### config.mk
export PLATFORM = sky130hd
export DESIGN_NAME = ccta_result_acc
export DESIGN_NICKNAME = d
export VERILOG_FILES = /design/src/rtl/ccta_result_acc.sv
export SDC_FILE = /design/constraint.sdc
export NUM_CORES = 1
export LEC_CHECK = 0
export CORE_ASPECT_RATIO = 1.75
export CORE_MARGIN = 1
export CORE_UTILIZATION = 45
export DETAILED_ROUTE_END_ITERATION = 10
export HOLD_SLACK_MARGIN = 0.15
export PLACE_DENSITY = 0.76
export SLEW_MARGIN = 30
export SYNTH_ARGS = -nofsm -noshare
export SYNTH_HDL_FRONTEND = slang
export SYNTH_SLANG_ARGS = --single-unit
### constraint.sdc
create_clock -name clk -period 1.65 [get_ports clk]
set_input_delay 0.33 -clock clk [delete_from_list [all_inputs] [get_ports clk]]
set_output_delay 0.33 -clock clk [all_outputs]
set_load 0.1 [all_outputs]
### src/rtl/ccta_result_acc.sv
// Frame accumulator for CCTA result samples: collects sum, max, min, sample count
// and ctrl-tag count over a frame of programmable length.
module ccta_result_acc #(
    parameter int DW = 5,
    parameter int LW = 4
) (
    input  logic             clk,
    input  logic             rst,
    input  logic             start,
    input  logic             abort,
    input  logic [LW-1:0]    frame_len,
    input  logic             in_valid,
    input  logic [DW-1:0]    q_in,
    input  logic             ctrl_in,
    output logic             in_ready,
    output logic [DW+LW-1:0] sum_out,
    output logic [DW-1:0]    max_out,
    output logic [DW-1:0]    min_out,
    output logic [LW:0]      count_out,
    output logic [LW:0]      tag_cnt,
    output logic             busy,
    output logic             done
);

    typedef enum logic [1:0] {
        IDLE = 2'd0,
        RUN  = 2'd1,
        DONE = 2'd2
    } stateT;

    localparam logic [LW:0] FULL_FRAME = {1'b1, {LW{1'b0}}};

    stateT               r_state;
    logic [LW-1:0]       r_len;
    logic [DW+LW-1:0]    r_sum;
    logic [DW-1:0]       r_max;
    logic [DW-1:0]       r_min;
    logic [LW:0]         r_count;
    logic [LW:0]         r_tag;
    logic                r_busy;
    logic                r_done;

    logic [LW:0]         w_target;
    logic [LW:0]         w_countNext;
    logic [LW:0]         w_tagNext;
    logic [DW+LW-1:0]    w_sumNext;

    // A latched length of zero encodes the maximum frame of 2^LW samples.
    assign w_target    = (r_len == '0) ? FULL_FRAME : {1'b0, r_len};
    assign w_countNext = r_count + 1'b1;
    assign w_tagNext   = r_tag + {{LW{1'b0}}, ctrl_in};
    assign w_sumNext   = r_sum + {{LW{1'b0}}, q_in};

    assign in_ready  = (r_state == RUN);
    assign sum_out   = r_sum;
    assign max_out   = r_max;
    assign min_out   = r_min;
    assign count_out = r_count;
    assign tag_cnt   = r_tag;
    assign busy      = r_busy;
    assign done      = r_done;

    always_ff @(posedge clk) begin
        if (!rst) begin
            r_state <= IDLE;
            r_len   <= '0;
            r_sum   <= '0;
            r_max   <= '0;
            r_min   <= '1;
            r_count <= '0;
            r_tag   <= '0;
            r_busy  <= 1'b0;
            r_done  <= 1'b0;
        end else begin
            r_done <= 1'b0;
            case (r_state)
                IDLE, DONE: begin
                    if (start) begin
                        r_state <= RUN;
                        r_busy  <= 1'b1;
                        r_len   <= frame_len;
                        r_sum   <= '0;
                        r_max   <= '0;
                        r_min   <= '1;
                        r_count <= '0;
                        r_tag   <= '0;
                    end else begin
                        r_state <= IDLE;
                    end
                end
                RUN: begin
                    // Abort wins over a sample presented on the same edge.
                    if (abort) begin
                        r_state <= IDLE;
                        r_busy  <= 1'b0;
                    end else if (in_valid) begin
                        r_sum   <= w_sumNext;
                        r_count <= w_countNext;
                        r_tag   <= w_tagNext;
                        if (q_in > r_max) r_max <= q_in;
                        if (q_in < r_min) r_min <= q_in;
                        if (w_countNext == w_target) begin
                            r_state <= DONE;
                            r_busy  <= 1'b0;
                            r_done  <= 1'b1;
                        end
                    end
                end
                default: begin
                    r_state <= IDLE;
                    r_busy  <= 1'b0;
                end
            endcase
        end
    end

endmodule

; Yosys cells after proc, flatten, opt, wreduce, memory -nomap -nowiden
; Cells that the tools add are included.
[word_totals]
regBits = 37
in_bits = 15
output_inout_bits = 32
wordCells = 70
[op_classes]
add_sub_neg = 3
magnitude_cmp = 2
eq_ne = 10
n_mux = 32
bitwise_logic = 3
reduce_logical = 11
[ops]
columns = cell, count
row1 = $mux W5, 13
row2 = $pmux W5 S2, 4
row3 = $mux W9, 3
row4 = $pmux W9 S2, 1
row5 = $reduce_and A5 Y1, 2
row6 = $add A9 B5 Y9, 1
row7 = $mux W1, 6
row8 = $mux W2, 3
row9 = $ne A2 B2 Y1 const B, 3
row10 = $add A5 B1 Y5, 1
row11 = $add A5 B1 Y5 const B, 1
row12 = $eq A5 B5 Y1, 1
row13 = $gt A5 B5 Y1, 1
row14 = $lt A5 B5 Y1, 1
row15 = $logic_not A4 Y1, 1
row16 = $ne A2 B1 Y1 const B, 2
row17 = $pmux W2 S2, 1
row18 = $reduce_and A2 Y1, 2
row19 = $reduce_and A4 Y1, 1
row20 = $reduce_or A4 Y1, 1
row21 = $ne A3 B2 Y1 const B, 1
row22 = $ne A3 B3 Y1 const B, 1
row23 = $not A1 Y1, 3
row24 = $reduce_and A3 Y1, 1
row25 = 6 further kinds, 6

; Logic depth before layout (Yosys ltp)
[logic_depth]
word_depth = 7
depth_mapped = 8
ltp_nobuf = 8

; Worst setup path after synthesis
; OpenSTA, ideal clock, no wires.
[synth_timing]
kind = register -> register
from = reg r_count[0], in the netlist count_out[0]
to = reg r_busy, in the netlist busy
setup_ns = 0.087
arrival_time_ns = 2.446
required_ns = 1.563
slack_ns = -0.883
stages_incl_launch_ff = 7
path_buffers = 0
period_less_slack_ns = 2.533
cell_sequence = dfxtp_1 -> ha_1 -> nand3_1 -> xnor2_2 -> mux2i_4 -> a31o_1 -> a221oi_2
[synth_between]
elab_chain_len = 4
[synth_lines]
columns = element, line
row1 = start: declaration, 38  ; logic [LW:0] r_count;
row2 = start signal: assignment, 98  ; r_count <= w_countNext;
row3 = $add A5 B1 Y5, 50  ; assign w_countNext = r_count + 1'b1;
row4 = $eq A5 B5 Y1, 102  ; if (w_countNext == w_target) begin
row5 = $ne A3 B2 Y1 (no source line), -
row6 = $reduce_and A3 Y1 (no source line), -
row7 = end signal: assignment, 95  ; r_busy <= 1'b0;
row8 = end signal: assignment, 104  ; r_busy <= 1'b0;
row9 = end signal: assignment, 111  ; r_busy <= 1'b0;
row10 = end: declaration, 40  ; logic r_busy;
; Every way passes these cells.
; A chain may end at the register's enable or synchronous reset.

; Final worst setup path
[layout_timing]
from = reg r_sum[0], in the netlist sum_out[0]
to = reg r_sum[8], in the netlist sum_out[8]
[layout_between]
elab_chain_len = 4
[layout_lines]
columns = element, line
row1 = start: declaration, 35  ; logic [DW+LW-1:0] r_sum;
row2 = start signal: assignment, 97  ; r_sum <= w_sumNext;
row3 = $add A9 B5 Y9, 52  ; assign w_sumNext = r_sum + {{LW{1'b0}}, q_in};
row4 = $mux W9, 96  ; end else if (in_valid) begin
row5 = $mux W9, 93  ; if (abort) begin
row6 = $pmux W9 S2, 76  ; case (r_state)
; Every way passes these cells. The select of a mux whose other input is x is not followed.

==> impl_metrics.ini <==
[run_status]
status = finished, violations left
failed_checks = setup timing

[placement]
dpl-instance-area_um2 = 3460
port_buffers = 46
dpl_worst_slack_ns = -0.662
dp.final_hpwl_mm = 4.67
gp_congestion = 0.874

[synthesis]
synthesis.nets = 271
ys_types = 55
ys_seq_elements = 37
synth_common_cells = dfxtp_1 (37), nand2_1 (26), a21oi_1 (21)
synth.most_common_cell = dfxtp_1
postSynthAreaPerCell_um2 = 8.70
synth_top_area_cell = dfxtp_1
synth_top_area_share_pct = 35.8
synthCells = 238
synth_enable_flop_cells = 0
ys_warn_count = 0
synth_seq_area_share_pct = 35.8
ys_async_sr_fraction_pct = 0
synthTopCellsByArea = dfxtp_1 (36%), ha_1 (10%), a21oi_1 (5.1%), nand2_1 (4.7%), nor2_1 (3.4%)
syn_area_um2 = 2070
synth_ff_type = dfxtp_1

[detailed_routing]
drc_errors = 0
drt_pass1_iterations = 4
vias_per_cell = 6.22
detail-route-antenna-nets = 0
drt_wl_total_mm = 8.54
drt-initial-drc-count = 152
wl_per_cell_um = 21.6
vias = 2456

[grt]
grt_use_total_pct = 31.8
grt_pass1_vias = 2376
grt_max_degree = 18
antenna_found_initial = 0
grt_pass1_wl_mm = 11.2
grt-ovfl-total = 0

[floorplanning]
die-area_um2 = 4890
io_pins = 47
start_util_pct = 47.0
die_w_um = 53.3
num_rows = 32
core_area_um2 = 4400
chipHeight_um = 91.7

[sta]
final.setup.worst_slack_ns = -0.229
max_slew_margin_pct = 75.3
timing.final.crit_share_pct = 114
rsz0062_at_grt = yes
skew_ns = 0.00899
max_freq_mhz = 532
tightest_slew_ns = 0.366
period_needed_ns = 1.88
setup_violations = 19
hold_viol_final = 0
slew_violations = 0

[final_layout]
diodes = 0
drive_gt1_share_pct = 54.1
area_growth_pct = 88.2
final_core_util_pct = 88.5
final_nets = 376
stdcell_area_um2 = 3900

[power_and_ir_drop]
p_per_area_nw_per_um2 = 589
clkPwrFrac_pct = 33.2
p_int_uw = 1560
swShare_pct = 32.2
ir_drop_mv = 0.529
p_leak_uw = 0.00155
switchingPower_uw = 741
comb_power_share_pct = 27.0
power_frac_seq_pct = 39.7

[critical_path]
worstPathMaxFanout = 3
crit_arrival_ns = 2.11
path_class = flip-flop to flip-flop
worstSetupEndpointType = flip-flop
start_kind = flip-flop
worstPathRequired_ns = 1.88

[clock_network]
clk_latency_ns = 0.30
hold_buffers = 0
cts_made_buffers = 5
clock_sinks = 37
clockRootBuffer = clkbuf_8
cts_buffer_depth = 2
htreeDepth = 2
clk_pin_slew_ns = 0.09
cts_tree = done

[run]
maxCapViolations = 0

[hold_path]
hold_path.class = input port to flip-flop
layout make-up:
cell class / instances / area (um^2)
flip-flops and latches: 37 / 818
inverters: 16 / 65.1
well taps: 51 / 63.8
multi-input cells: 177 / 1590
fillers: 176 / 507
clock buffers: 6 / 93.8
repair buffers: 106 / 1250
clock inverters: 2 / 16.3
power groups by stage:
stage	Sequential (uW)	Clock [uW]	Combinational (uW)
final	913	763	621
after global routing	914	796	644
after CTS	908	763	544
after detailed placement	928	0	515
after global placement	928	0	501
after floorplan	997	0	207
cell usage in the layout (no fill, tap or decap), types with 3 or more instances in the layout:
cell,synthesis,layout
buf_4,0,53
buf_12,0,32
nand2_1,26,26
dfxtp_4,0,19
nor2_1,19,18
a21oi_1,21,15
dfxtp_1,37,13
inv_1,15,10
nand3_1,11,10
ha_4,0,10
clkdlybuf4s50_1,0,8
ha_1,17,7
buf_6,1,7
xor2_1,6,6
a21oi_2,0,6
o22a_1,5,5
o32ai_2,0,5
clkbuf_8,0,5
dfxtp_2,0,5
inv_2,1,4
o21ai_2,0,4
and2_1,3,3
nor2b_1,5,3
nand4_1,3,3
nor3_1,3,3
worst max-delay path: stages (launching register included):
cell,delay [ns]
dfxtp_4,0.38
ha_4,0.15
inv_2,0.04
fa_2,0.38
nor2b_4,0.15
o21a_1,0.19
o21ai_2,0.12
a21oi_2,0.20
mux2i_1,0.20
flip-flops by register name, indices dropped and copies added, names as in the netlist:
register,cells
sum_out,9
count_out,5
max_out,5
min_out,5
tag_cnt,5
r_len,4
r_state,2
busy,1
done,1
through the flow:
stage          hold WS (ns)  setup TNS (ns)  std cells  power (uW)
6_report              0.496           -1.92        395        2300
5_1_grt               0.500           -2.81        395        2350
4_1_cts               0.464          -0.361        393        2220
3_5_place_dp          0.492          -12.00        379        1440
3_3_place_gp          0.477          -10.66        379        1430
2_1_floorplan         0.461           -2.17        238        1200
path summary, 6_finish.rpt:
path	from	to	slack (ns)	cells after the start
worst max-delay path	sum_out[0]	sum_out[8]	-0.23	8
worst min-delay path	q_in[0]	max_out[0]	0.50	4
worst max register to register	sum_out[0]	sum_out[8]	-0.23	8
worst min register to register	tag_cnt[0]	tag_cnt[0]	0.50	2
routing by layer:
metal | wire length, um | global-route usage (%) | share of wire, %
met5 | 0 | 0 | 0
met4 | 564 | 20.2 | 6.6
met3 | 510 | 5.47 | 6.0
met2 | 4470 | 57.2 | 52
met1 | 2990 | 31.1 | 35
kinds of logic (layout without fill, tap and decap cells):
kind of cell,after synthesis,in the layout,synth area share (%)
simple gates,90,90,23.0
mux,3,3,2.05
compound gates,56,56,18.2
flops,37,37,35.8
fa+ha+maj,18,18,11.2
buf+inv,24,130,5.08
xor+xnor,10,10,4.59
timing repair:
| action | 4_1_cts | 5_1_grt |
|---|---|---|
| setup endpoints to repair | 20 | 18 |
| gates resized for setup | 33 | 31 |
| endpoints found under the hold margin | 0 | 0 |
| setup buffers | 6 | 2 |
| pin swaps | 13 | 17 |
| gates cloned | 0 | 0 |
Note: power is estimated with default switching activity, not from simulation.
